[config.mk]
export PLATFORM = sky130hd
export DESIGN_NAME = gmem_port_arbiter
export DESIGN_NICKNAME = d
export VERILOG_FILES = /design/src/rtl/gmem_port_arbiter.sv
export SDC_FILE = /design/constraint.sdc
export NUM_CORES = 1
export LEC_CHECK = 0
export BUFFER_PORTS_ARGS = -buffer_cell sky130_fd_sc_hd__clkbuf_2
export CAP_MARGIN = 20
export CORE_MARGIN = 1
export CORE_UTILIZATION = 40
export DETAILED_ROUTE_END_ITERATION = 8
export GPL_ROUTABILITY_DRIVEN = 0
export PLACE_DENSITY = 0.75
export SLEW_MARGIN = 5
export SYNTH_ARGS = -nofsm -noshare
export SYNTH_HDL_FRONTEND = slang
export SYNTH_SLANG_ARGS = --single-unit
[constraint.sdc]
create_clock -name clk_in -period 2.7 [get_ports clk_in]
set_input_delay 0.135 -clock clk_in [delete_from_list [all_inputs] [get_ports clk_in]]
set_output_delay 0.135 -clock clk_in [all_outputs]
set_load 0.05 [all_outputs]
[src/rtl/gmem_port_arbiter.sv]
// Round-robin arbiter sharing one graph_memory read port, with an in-order tag FIFO for response
// routing and a flush/drain handshake. Define GMEM_ARB_PRIO0_EN to give requester 0 strict priority.
module gmem_port_arbiter #(
   parameter int unsigned NUM_REQ         = 3,
   parameter int unsigned ADDR_WIDTH      = 32,
   parameter int unsigned DATA_WIDTH      = 32,
   parameter int unsigned MAX_OUTSTANDING = 4
) (
   input  logic                  clk_in,
   input  logic                  rst_in,
   input  logic [NUM_REQ-1:0]    req_valid_in,
   input  logic [ADDR_WIDTH-1:0] req_addr_in [NUM_REQ],
   output logic [NUM_REQ-1:0]    req_ready_out,
   output logic [ADDR_WIDTH-1:0] mem_req_out,
   output logic                  mem_valid_out,
   input  logic [DATA_WIDTH-1:0] mem_data_in,
   input  logic                  mem_valid_in,
   output logic [DATA_WIDTH-1:0] resp_data_out,
   output logic [NUM_REQ-1:0]    resp_valid_out,
   input  logic                  flush_in,
   output logic                  flush_done_out,
   output logic                  busy_out,
   output logic                  error_out
);
   localparam int unsigned ID_W  = (NUM_REQ > 1) ? $clog2(NUM_REQ) : 1;
   localparam int unsigned CNT_W = $clog2(MAX_OUTSTANDING) + 1;
   localparam int unsigned PTR_W = (MAX_OUTSTANDING > 1) ? $clog2(MAX_OUTSTANDING) : 1;

   typedef enum logic [1:0] {RUN, DRAIN, DONE} state_t;

   state_t            state_q, state_d;
   logic [ID_W-1:0]   rr_ptr;
   logic [CNT_W-1:0]  outstanding;
   logic [ID_W-1:0]   tag_mem [MAX_OUTSTANDING];
   logic [PTR_W-1:0]  wr_ptr, rd_ptr;
   logic              grant_en;
   logic              grant_any;
   logic [ID_W-1:0]   grant_idx;
   logic [ID_W-1:0]   scan_id;
   logic              pop;
   logic [ID_W-1:0]   pop_tag;

   function automatic logic [PTR_W-1:0] ptr_inc(input logic [PTR_W-1:0] p);
      return (p == PTR_W'(MAX_OUTSTANDING - 1)) ? '0 : p + PTR_W'(1);
   endfunction

   // Flush FSM: a flush request wins over any grant in the same cycle
   always_comb begin
      state_d  = state_q;
      grant_en = 1'b0;
      case (state_q)
         RUN: begin
            if (flush_in) state_d = DRAIN;
            else          grant_en = rst_in && (outstanding < CNT_W'(MAX_OUTSTANDING));
         end
         DRAIN:   if (outstanding == '0) state_d = DONE;
         DONE:    state_d = RUN;
         default: state_d = RUN;
      endcase
   end

   // Rotating search starting just past the last granted requester
   always_comb begin
      grant_any = 1'b0;
      grant_idx = '0;
      scan_id   = '0;
      for (int unsigned i = 0; i < NUM_REQ; i++) begin
         scan_id = ID_W'((32'(rr_ptr) + 32'd1 + i) % NUM_REQ);
         if (!grant_any && req_valid_in[scan_id]) begin
            grant_any = 1'b1;
            grant_idx = scan_id;
         end
      end
`ifdef GMEM_ARB_PRIO0_EN
      if (req_valid_in[0]) begin
         grant_any = 1'b1;
         grant_idx = '0;
      end
`endif
      if (!grant_en) grant_any = 1'b0;
      req_ready_out = grant_any ? (NUM_REQ'(1) << grant_idx) : '0;
   end

   assign pop      = mem_valid_in && (outstanding != '0);
   assign pop_tag  = tag_mem[rd_ptr];
   assign busy_out = (outstanding != '0);

   always_ff @(posedge clk_in) begin
      if (grant_any) tag_mem[wr_ptr] <= grant_idx;
   end

   always_ff @(posedge clk_in) begin
      if (!rst_in) begin
         state_q        <= RUN;
         rr_ptr         <= ID_W'(NUM_REQ - 1);
         outstanding    <= '0;
         wr_ptr         <= '0;
         rd_ptr         <= '0;
         mem_req_out    <= '0;
         mem_valid_out  <= 1'b0;
         resp_data_out  <= '0;
         resp_valid_out <= '0;
         flush_done_out <= 1'b0;
         error_out      <= 1'b0;
      end else begin
         state_q        <= state_d;
         flush_done_out <= (state_d == DONE);
         mem_valid_out  <= grant_any;
         resp_valid_out <= '0;
         if (grant_any) begin
            mem_req_out <= req_addr_in[grant_idx];
            wr_ptr      <= ptr_inc(wr_ptr);
`ifdef GMEM_ARB_PRIO0_EN
            if (grant_idx != '0) rr_ptr <= grant_idx;
`else
            rr_ptr <= grant_idx;
`endif
         end
         if (pop) begin
            resp_data_out  <= mem_data_in;
            resp_valid_out <= NUM_REQ'(1) << pop_tag;
            rd_ptr         <= ptr_inc(rd_ptr);
         end
         // A response with nothing in flight is a protocol violation; latch it until reset
         if (mem_valid_in && (outstanding == '0)) error_out <= 1'b1;
         case ({grant_any, pop})
            2'b10:   outstanding <= outstanding + CNT_W'(1);
            2'b01:   outstanding <= outstanding - CNT_W'(1);
            default: outstanding <= outstanding;
         endcase
      end
   end
endmodule

==> results.tsv <==
stage	metric	value	unit
outcome	status	finished with violations	
outcome	failed_checks	negative setup slack	
floorplanning	dieArea	10500	um^2
final_layout	multi_input_area	1950	um^2
place	dpl.cell_count	741	
place	place.detailed.hpwl	7710	um
clock_network	cts_root_buf	clkbuf_8	
final_layout	fin_nets	782	
global_route	globalRoute.totalOverflow	0	
timing	rsz0062_at_grt	yes	
clock_network	path_clk_slew	100	ps
pwr	finalPower	4.82	mW
global_route	grt_pass1_vias	3385	
yosys	ys_seq_area_share	46.9	%
floorplanning	num_io_pins	209	
final_layout	nFillCells	870	
global_route	grt_pass1_wl	15400	um
yosys	synth_top_area_share	41.0	%
timing	worst_pin_slew	699	ps
worst_setup_path	start_kind	flip-flop	
global_route	antenna_found_initial	0	
yosys	ys.flop_type	dfxtp_1	
route	post_drt_via_cell_ratio	4.95	
yosys	syn_area	4050	um^2
timing	layout_worst_path_cycle_share	101	%
clock_network	htreeDepth	3	
floorplanning	rows	36	
worst_setup_path	path_max_fanout	7	
clock_network	cts_buffers	9	
final_layout	mostFrequentLayoutCells	clkbuf_2, dfxtp_1, nand2_1	
clock_network	clk_latency	350	ps
final_layout	final_common_cell	clkbuf_2	
route	wire_per_inst	13.9	um
place	port_buffers	208	
final_layout	layout-drive-gt1-share	40.3	%
floorplanning	die_h	103	um
clock_network	cts_buffer_depth	2	
global_route	grt_usage	18.7	%
flow_run	drv_cap	0	
yosys	yosys_register_bits	91	
timing	slew_headroom	52.7	%
timing	period_minus_slack	2730	ps
worst_setup_path	arrival	2600	ps
timing	timing.fmax	0.366	GHz
yosys	synth_cell_types	45	
worst_setup_path	cp.required	2570	ps
clock_network	clock-sinks	91	
final_layout	n_antenna_cell	0	
pwr	vdd_ir_drop_max	0.000413	V
route	drc	0	
yosys	synth-edff-count	8	
yosys	synth_cells	415	
final_layout	register_area	1900	um^2
yosys	synth_area_leader_cell	dfxtp_1	
yosys	syn_area_per_cell	9.76	um^2
timing	clock_skew	14.2	ps
floorplanning	initial_core_util	41.4	%
floorplanning	die_w	103	um
worst_setup_path	end_kind	output pin	
clock_network	cts_tree	built	
global_route	grt_max_degree	45	
yosys	synth_area_leaders	dfxtp_1, mux2i_1, nand2_1, a21boi_0, a22oi_1	
pwr	power_density	851	nW/um^2
yosys	ys_async_sr_fraction	0	%
route	finalWirelength	10700	um
timing	final_max_slew_viol_count	0	
final_layout	area_delta_synth_final	39.7	%
worst_setup_path	worstSetupPathType	reg2out	
worst_hold_path	worstHoldPathType	in2reg	
route	drtPass1Iterations	5	
yosys	synth_nets	561	
place	pre_cts_slack	-31.0	ps
pwr	leakage	2.66	nW
route	via_count	3827	
timing	fin_ws	-33.7	ps
floorplanning	core-area	9770	um^2
yosys	ys.warnings.count	0	
route	antenna_left	0	
final_layout	fin_cells	773	
timing	hold_viol	0	
route	first_iter_violations	142	
timing	setup_viol	2	
## kinds of logic after synthesis
logic type,Yosys count,share of synthesized area (%)
AOI/OAI and AO/OA,120,20.5
muxes,39,10.3
buffers and inverters,41,5.44
and+or+nand+nor,111,12.8
xor gates and xnor gates,2,0.432
DFF,91,46.9
adders and majority gates,11,3.58
## cell usage after synthesis (3+ instances only)
cell / count
ha_1: 10
dfxtp_1: 83
edfxtp_1: 8
buf_2: 5
o21ai_0: 7
a21boi_0: 35
nor3b_1: 3
mux2i_1: 35
buf_6: 7
clkbuf_1: 14
and2_1: 6
nor2b_1: 6
a22oi_1: 32
inv_1: 12
nor2_1: 9
nand2_1: 71
nor3_1: 5
o21ai_1: 30
a21oi_1: 5
## worst max-delay path, cell delays in order (launching register included)
cell	delay [ps]
dfxtp_1	360
inv_1	90
ha_1	360
buf_4	180
nor4b_1	640
a211oi_4	90
nor2_1	210
clkbuf_2	310
## routing by layer
layer | wire, um | share of wire (%) | track usage, %
met3 | 454 | 4.2 | 2.78
met1 | 4500 | 42 | 21.3
met2 | 5560 | 52 | 34.4
met4 | 211 | 2.0 | 8.35
met5 | 0 | 0 | 0
## cell type report
| cell class | instances | area share (%) |
|---|---|---|
| Multi-Input combinational cell | 283 | 34.5 |
| Tap cell | 133 | 2.94 |
| Timing Repair Buffer | 238 | 24.3 |
| Inverter | 13 | 0.862 |
| Sequential cell | 91 | 33.6 |
| Clock inverter | 4 | 1.04 |
| Clock buffer | 11 | 2.68 |
## worst paths after layout
kind	start	to	slack (ps)	cells past startpoint
setup / recovery	rr_ptr[0]$_SDFFE_PN0P_	req_ready_out[1]	-30	7
hold / removal	mem_data_in[27]	resp_data_out[27]$_SDFFE_PN0N_	10	3
setup reg to reg	rr_ptr[1]$_SDFFE_PN1P_	outstanding[2]$_SDFFE_PN0P_	-20	12
hold reg to reg	resp_data_out[29]$_SDFFE_PN0N_	resp_data_out[29]$_SDFFE_PN0N_	470	2
## per-stage QoR
| step | setup TNS (ps) | hold slack [ps] | area, um^2 | utilization, % |
|---|---|---|---|---|
| 2_1_floorplan | -1.62 | 279 | 4050 | - |
| 3_3_place_gp | 0 | 367 | 5260 | 53.8 |
| 3_5_place_dp | -31.0 | 375 | 5260 | 53.8 |
| 4_1_cts | -56.5 | 0.457 | 5620 | 57.5 |
| 5_1_grt | -447 | 4.83 | 5660 | 57.9 |
| 6_report | -53.7 | 13.7 | 5660 | 57.9 |
## repair_timing
item / 4_1_cts / 5_1_grt
setup buffers: 0 / 1
pin swaps: 0 / 2
endpoints found under the hold margin: 15 / 0
gates resized for setup: 2 / 4
endpoints found under the setup margin: 3 / 4
cloned: 0 / 1
hold buffers: 15 / 0
## flip-flops by register name, summed over array words and instances (netlist names), 2 cells and up, named ones only
register	cells
wr_ptr	2
mem_req_out	32
outstanding	3
resp_data_out	32
rd_ptr	2
state_q	2
rr_ptr	2
resp_valid_out	3
tag_mem	8
## report_power, final
group	internal [mW]	switching, mW
clock	0.484	0.489
sequential	1.62	0.135
combinational	0.624	1.46
(Power assumes the default switching activity.)
